## config.mk

```make
export PLATFORM = sky130hd
export DESIGN_NAME = tdm_demux_1x8
export DESIGN_NICKNAME = d
export VERILOG_FILES = /design/src/rtl/tdm_demux_1x8.sv
export SDC_FILE = /design/constraint.sdc
export NUM_CORES = 1
export LEC_CHECK = 0
export ABC_AREA = 0
export CAP_MARGIN = 0
export CORE_UTILIZATION = 55
export CTS_BUF_LIST = sky130_fd_sc_hd__clkbuf_4 sky130_fd_sc_hd__clkbuf_8
export DETAILED_ROUTE_END_ITERATION = 16
export PLACE_DENSITY = 0.78
export SLEW_MARGIN = 25
export SYNTH_ARGS = -nofsm -noshare
export SYNTH_HDL_FRONTEND = slang
export SYNTH_SLANG_ARGS = --single-unit
```

## constraint.sdc

```tcl
create_clock -name clk -period 1.9 [get_ports clk]
set_input_delay 0.19 -clock clk [delete_from_list [all_inputs] [get_ports clk]]
set_output_delay 0.19 -clock clk [all_outputs]
set_load 0.01 [all_outputs]
```

## src/rtl/tdm_demux_1x8.sv

```systemverilog
// 1-to-8 TDM demultiplexer: hunts for frame_sync, then deserialises one bit per valid slot.
// Optional TDM_PARITY_EN adds a ninth even-parity slot and the parity_err output.
module tdm_demux_1x8 (
  input  logic       clk,
  input  logic       rst,
  input  logic       din,
  input  logic       din_valid,
  input  logic       frame_sync,
  output logic [7:0] dout,
  output logic       dout_valid,
  output logic       locked,
  output logic       sync_err
`ifdef TDM_PARITY_EN
  ,
  output logic       parity_err
`endif
);

`ifdef TDM_PARITY_EN
  localparam logic [3:0] LAST_SLOT = 4'd8;
  localparam int         SHW       = 8;
`else
  localparam logic [3:0] LAST_SLOT = 4'd7;
  localparam int         SHW       = 7;
`endif

  typedef enum logic {HUNT, LOCK} state_t;

  state_t           state_q, state_d;
  logic [3:0]       cnt_q, cnt_d;
  logic [SHW-1:0]   shadow_q, shadow_d;
  logic [7:0]       dout_q, dout_d;
  logic             dout_valid_q, dout_valid_d;
  logic             locked_q, locked_d;
  logic             sync_err_q, sync_err_d;
`ifdef TDM_PARITY_EN
  logic             parity_err_q, parity_err_d;
`endif

  always_comb begin
    state_d      = state_q;
    cnt_d        = cnt_q;
    shadow_d     = shadow_q;
    dout_d       = dout_q;
    dout_valid_d = 1'b0;
    sync_err_d   = 1'b0;
`ifdef TDM_PARITY_EN
    parity_err_d = 1'b0;
`endif
    if (din_valid) begin
      if (state_q == HUNT) begin
        if (frame_sync) begin
          state_d     = LOCK;
          shadow_d    = '0;
          shadow_d[0] = din;
          cnt_d       = 4'd1;
        end
      end else if (frame_sync && cnt_q != 4'd0) begin
        // Misplaced sync: drop the partial frame and restart at slot 0.
        sync_err_d  = 1'b1;
        shadow_d    = '0;
        shadow_d[0] = din;
        cnt_d       = 4'd1;
      end else begin
        for (int i = 0; i < SHW; i++)
          if (cnt_q == i[3:0]) shadow_d[i] = din;
        if (cnt_q == LAST_SLOT) begin
`ifdef TDM_PARITY_EN
          dout_d       = shadow_q;
          parity_err_d = ^{din, shadow_q};
`else
          dout_d       = {din, shadow_q};
`endif
          dout_valid_d = 1'b1;
          cnt_d        = 4'd0;
        end else begin
          cnt_d = cnt_q + 4'd1;
        end
      end
    end
    locked_d = (state_d == LOCK);
  end

  always_ff @(posedge clk or posedge rst) begin
    if (rst) begin
      state_q      <= HUNT;
      cnt_q        <= '0;
      shadow_q     <= '0;
      dout_q       <= '0;
      dout_valid_q <= 1'b0;
      locked_q     <= 1'b0;
      sync_err_q   <= 1'b0;
`ifdef TDM_PARITY_EN
      parity_err_q <= 1'b0;
`endif
    end else begin
      state_q      <= state_d;
      cnt_q        <= cnt_d;
      shadow_q     <= shadow_d;
      dout_q       <= dout_d;
      dout_valid_q <= dout_valid_d;
      locked_q     <= locked_d;
      sync_err_q   <= sync_err_d;
`ifdef TDM_PARITY_EN
      parity_err_q <= parity_err_d;
`endif
    end
  end

  assign dout       = dout_q;
  assign dout_valid = dout_valid_q;
  assign locked     = locked_q;
  assign sync_err   = sync_err_q;
`ifdef TDM_PARITY_EN
  assign parity_err = parity_err_q;
`endif

endmodule

```

## Word-level counts from Yosys, hierarchy flattened

Index checks and enable logic that the tools add are counted.

| storage, ports and cells | value |
|---|---|
| register bits after elaboration | 22 |
| bits of input ports | 5 |
| output and inout port bits | 11 |
| logic and storage cells | 64 |

| operators by class | value |
|---|---|
| add/sub/neg operators | 1 |
| equality and inequality tests | 14 |
| multiplexer cells | 23 |
| bitwise operators | 1 |
| reduce and logical (&&, ||, !) cells | 13 |

Operators with widths:

| cell | number |
|---|---|
| 2-to-1 mux 7 bit | 3 |
| != test 3 x 1 -> 1 bit (second input constant) | 7 |
| AND reduction 3 bit | 7 |
| equality test 4 x 3 -> 1 bit (second input constant) | 4 |
| 2-to-1 mux 1 bit | 16 |
| 2-to-1 mux 4 bit | 4 |
| equality test 4 x 2 -> 1 bit (second input constant) | 2 |
| adder 4 x 1 -> 4 bit (second input constant) | 1 |
| equality test 4 x 1 -> 1 bit (second input constant) | 1 |
| zero test 4 bit | 1 |
| AND reduction 4 bit | 1 |
| nonzero test 4 bit | 1 |
| AND reduction 2 bit | 1 |
| nonzero test 2 bit | 1 |
| logical AND 1 bit | 1 |
| inverter 1 bit | 1 |

## Depth between registers and ports, before layout

| logic depth | value |
|---|---|
| depth in word-level cells | 5 |
| gate-level depth with buffers | 6 |
| gate-level depth less buffers | 5 |

## Worst setup path before layout

Ideal clock, no wire load.

| timing | value |
|---|---|
| kind | flip-flop to flip-flop |
| from | register cnt_q[0] |
| to | register dout_q[0] (netlist: dout[0]) |
| library setup time | 0.125 ns |
| data arrival time | 1.625 ns |
| required time | 1.775 ns |
| setup slack | 0.149 ns |
| stages on the path, launching flop included | 7 |
| path buffers | 1 |
| clock period less this slack | 1.751 ns |
| cell sequence | dfrtp_1 inv_1 ha_1 nor4bb_4 o2111a_1 buf_6 mux2_4 |

| between the ends | value |
|---|---|
| cells in the longest elaborated chain, start to end | 4 |
| elaborated cells on any way between the ends | 5 |

Ends and longest elaborated chain:

| item | line | RTL |
|---|---|---|
| start: declaration | 30 | `logic [3:0] cnt_q, cnt_d;` |
| start signal: assignment | 98 | `cnt_q <= cnt_d;` |
| nonzero test 4 bit | 58 | `end else if (frame_sync && cnt_q != 4'd0) begin` |
| logical AND 1 bit | 58 |  |
| inverter 1 bit (no line) | n/a |  |
| AND reduction 4 bit (no line) * | n/a |  |
| end signal: assignment | 100 | `dout_q <= dout_d;` |
| end: declaration | 32 | `logic [7:0] dout_q, dout_d;` |

Every way passes the cells marked *; elsewhere a longest branch is shown, timed or not.
A chain may end at the register's enable or synchronous reset.

## Worst setup path after layout

| timing | value |
|---|---|
| from | register cnt_q[0] |
| to | register dout_q[5] (netlist: dout[5]) |

Same word-level chain as after synthesis.

==> qor.tcl <==
set qor(placed_cells) 131
set qor(post_route_cells_drive_above_1_share_pct) 21.8
set qor(post_synth_num_cell_types) 27
set qor(port-buffer-count) 15
set qor(areal_power_density_over_the_cells_nw_per_um2) 1230
set qor(placement.cell_area_um2) 1310
set qor(finClkSkew_ns) 0.00447
set qor(final.period_utilization_pct) 95.6
set qor(buffer_and_inverter_count_on_the_worst_path) 2
set qor(worst_hold_path_type) {in -> async}
set qor(boundary_pins) 16
set qor(syn_inst) 87
set qor(via_count_of_the_first_global_routing_pass) 741
set qor(setup_tns_after_final_layout_ns) 0
set qor(worstPathCellList) {inv_2 -> ha_2 -> nor4bb_4 -> o2111a_1 -> buf_12 -> mux2_4}
set qor(drc_violation_total_after_the_first_tritonroute_iteration) 17
set qor(die_h_um) 46.6
set qor(timing.critical_path.to_type) {flip-flop}
set qor(synth-edff-count) 0
set qor(synth_sequential_area_ratio_pct) 50.4
set qor(share_seq_of_total_power_pct) 41.5
set qor(comb_power_share_pct) 37.5
set qor(synth_largest_type_area_fraction_pct) 50.4
set qor(grt_first_pass_wirelength_um) 3480
set qor(final.min_clock_period_ns) 1.82
set qor(detailed_place_hpwl_um) 1580
set qor(r2r_cells) 6
set qor(starting_density_of_the_core_pct) 60.6
set qor(synth.top_cells.by_area) {sky130_fd_sc_hd__dfrtp_1 (50%), sky130_fd_sc_hd__mux2_4 (11%), sky130_fd_sc_hd__mux2i_1 (5.5%), sky130_fd_sc_hd__ha_1 (4.6%), sky130_fd_sc_hd__nand3_1 (3.7%)}
set qor(max_freq_mhz) 550
set qor(multi_input_area_um2) 514
set qor(status) {complete, no violations}
set qor(cts_tree) {done}
set qor(grt_max_degree) 23
set qor(max_fo_critical_path) 9
set qor(post-route-util_pct) 75.9
set qor(design.core.area_um2) 1800
set qor(net_sw_share_pct) 31.6
set qor(h-tree-depth) 1
set qor(peakVddDrop_v) 0.00101
set qor(syn-mean-instance-area_um2) 12.6
set qor(share_clk_of_total_power_pct) 20.9
set qor(worst_slew_pin_slew_ns) 0.434
set qor(cts.path.max_buffers) 2
set qor(dieWidth_um) 46.6
set qor(clk_root_buffer_cell) {sky130_fd_sc_hd__clkbuf_4}
set qor(ys_ff_latch) 22
set qor(drv_cap) 0
set qor(power_report.internal_total_uw) 1150
set qor(regArea_um2) 551
set qor(headroom_to_the_max_slew_limit_pct) 70.9
set qor(critPathMaxStageDelay_ns) 0.41
set qor(hold_vio_cnt_final) 0
set qor(power.static_leakage_uw) 0.000650
set qor(final_cells) 135
set qor(ys.warnings.count) 0
set qor(antenna_cells_inserted) 0
set qor(critPathSlowestCell) {sky130_fd_sc_hd__dfrtp_1}
set qor(detailed_route_drc_error_count) 0
set qor(antenna_found_initial) 0
set qor(route.antenna.remaining_nets) 0
set qor(yosysMostFrequentCell) {sky130_fd_sc_hd__dfrtp_1}
set qor(final_net_count) 120
set qor(crit_arrival_ns) 2.02
set qor(asyncSetResetFlopFracSynth_pct) 100
set qor(synthDominantAreaCellType) {sky130_fd_sc_hd__dfrtp_1}
set qor(die_ar_um2) 2170
set qor(cts_hold_buffers) 0
set qor(timing_max_transition_violations_final) 0
set qor(grt_overflow_total) 0
set qor(rsz_0062_raised_after_global_routing) {no}
set qor(setup-violations-final) 0
set qor(first_pass_iters) 4
set qor(wl_per_cell_um) 16.3
set qor(ys_top_cells_by_count) {sky130_fd_sc_hd__dfrtp_1 (22), sky130_fd_sc_hd__mux2_4 (8), sky130_fd_sc_hd__nand3_1 (8), sky130_fd_sc_hd__mux2i_1 (6), sky130_fd_sc_hd__o21ai_0 (6)}
set qor(timing_worst_setup_path_type) {reg -> reg}
set qor(reg2reg_from) {cnt_q[0]$_DFFE_PP0P_}
set qor(ys.flop_type) {sky130_fd_sc_hd__dfrtp_1}
set qor(synth_nets) 96
set qor(tritoncts_num_sinks) 22
set qor(syn_area_um2) 1090
set qor(grt.total_usage_pct) 24.2
set qor(switching_power_uw) 534
set qor(critPathRequiredTime_ns) 2.10
set qor(postLayoutCellArea_um2) 1370
set qor(number_of_buffers_inserted_during_clock_tree_synthesis) 3
set qor(placer_congestion_estimate) 0.869
set qor(regToRegEndpoint) {dout[5]$_DFFE_PP0P_}
set qor(num_vias) 776
set qor(timing.critical_path.from_type) {flip-flop}
set qor(worst_path_dominant_cell_family) {flip-flops}
set qor(num_rows) 15
set qor(clk_pin_slew_worst_paths_ns) 0.12
set qor(clk_latency_ns) 0.31
set qor(detail_route.vias_per_cell) 5.75
set qor(route.final.wire_length_um) 2200
set qor(worst-r2r-setup-slack_ns) 0.08
set qor(syn_to_final_growth_pct) 25.2
set qor(fillCellCount) 128
==> per-stage QoR <==
stage,total power (uW),setup slack [ns],hold WS [ns]
detailed placement,1330,0.0574,0.486
global route,1790,0.0240,0.229
global placement,1300,0.151,0.483
finish,1690,0.0832,0.206
floorplan,1080,0.149,0.179
CTS,1690,0.0379,0.214
==> routing by layer <==
metal	wire length [um]	share of wire [%]	track usage, %	vias to the layer above
met3	76	3.5	3.53	6
met2	1110	50	39.7	24
met1	959	44	29.6	386
met4	55	2.5	14.1	0
li1	-	-	-	360
met5	0	0	0	-
==> power groups by stage <==
stage	registers (uW)	clock network, uW	logic [uW]
after floorplan	716	0	366
after global placement	699	0	601
after detailed placement	707	0	626
after CTS	699	359	628
after global routing	710	391	691
final	701	353	633
==> what timing repair did <==
| action | CTS | global route |
|---|---|---|
| buffers inserted | 0 | 0 |
| gates resized for setup | 0 | 2 |
| endpoints found under the setup margin | 0 | 8 |
==> final cells by class <==
| class | instances | area share (%) |
|---|---|---|
| multi-input cells | 60 | 37.6 |
| flip-flops and latches | 22 | 40.3 |
| clock buffers | 3 | 1.65 |
| clock inverters | 1 | 2.20 |
| well taps | 25 | 2.29 |
| inverters | 3 | 0.823 |
| repair buffers | 21 | 15.2 |
==> kinds of logic after synthesis <==
family | Yosys count | synth area share, %
fa+ha+maj | 4 | 4.58
compound gates | 16 | 9.51
simple gates | 24 | 14.4
xor+xnor | 1 | 0.802
flops | 22 | 50.4
mux | 15 | 17.5
buf+inv | 5 | 2.75
==> worst reg2reg max path: stages (launching register included) <==
cell	delay (ns)
sky130_fd_sc_hd__dfrtp_1	0.41
sky130_fd_sc_hd__inv_2	0.08
sky130_fd_sc_hd__ha_2	0.20
sky130_fd_sc_hd__nor4bb_4	0.30
sky130_fd_sc_hd__o2111a_1	0.26
sky130_fd_sc_hd__buf_12	0.15
sky130_fd_sc_hd__mux2_4	0.31
==> worst max path at each step <==
stage / to / startpoint / cells after the start
global placement: dout[2]$_DFFE_PP0P_ / cnt_q[0]$_DFFE_PP0P_ / 6
detailed placement: dout[3]$_DFFE_PP0P_ / cnt_q[0]$_DFFE_PP0P_ / 6
global route: dout[3]$_DFFE_PP0P_ / cnt_q[0]$_DFFE_PP0P_ / 6
CTS: dout[5]$_DFFE_PP0P_ / cnt_q[0]$_DFFE_PP0P_ / 6
floorplan: dout[0]$_DFFE_PP0P_ / cnt_q[0]$_DFFE_PP0P_ / 6
finish: dout[5]$_DFFE_PP0P_ / cnt_q[0]$_DFFE_PP0P_ / 6
==> sequential cells by signal (all words and copies together) (netlist names) <==
signal      count
locked          1
cnt_q           4
shadow_q        7
dout            8
dout_valid      1
sync_err        1
==> placed cells by master (no fill, tap or decap), types with 4 or more instances in the layout <==
master,count
sky130_fd_sc_hd__dfrtp_1,22
sky130_fd_sc_hd__clkdlybuf4s50_1,15
sky130_fd_sc_hd__nand3_1,8
sky130_fd_sc_hd__mux2_4,8
sky130_fd_sc_hd__o21ai_0,6
sky130_fd_sc_hd__mux2i_1,6
sky130_fd_sc_hd__nand2_1,5
sky130_fd_sc_hd__buf_4,5
sky130_fd_sc_hd__nor2_1,4
(Power assumes the default switching activity.)
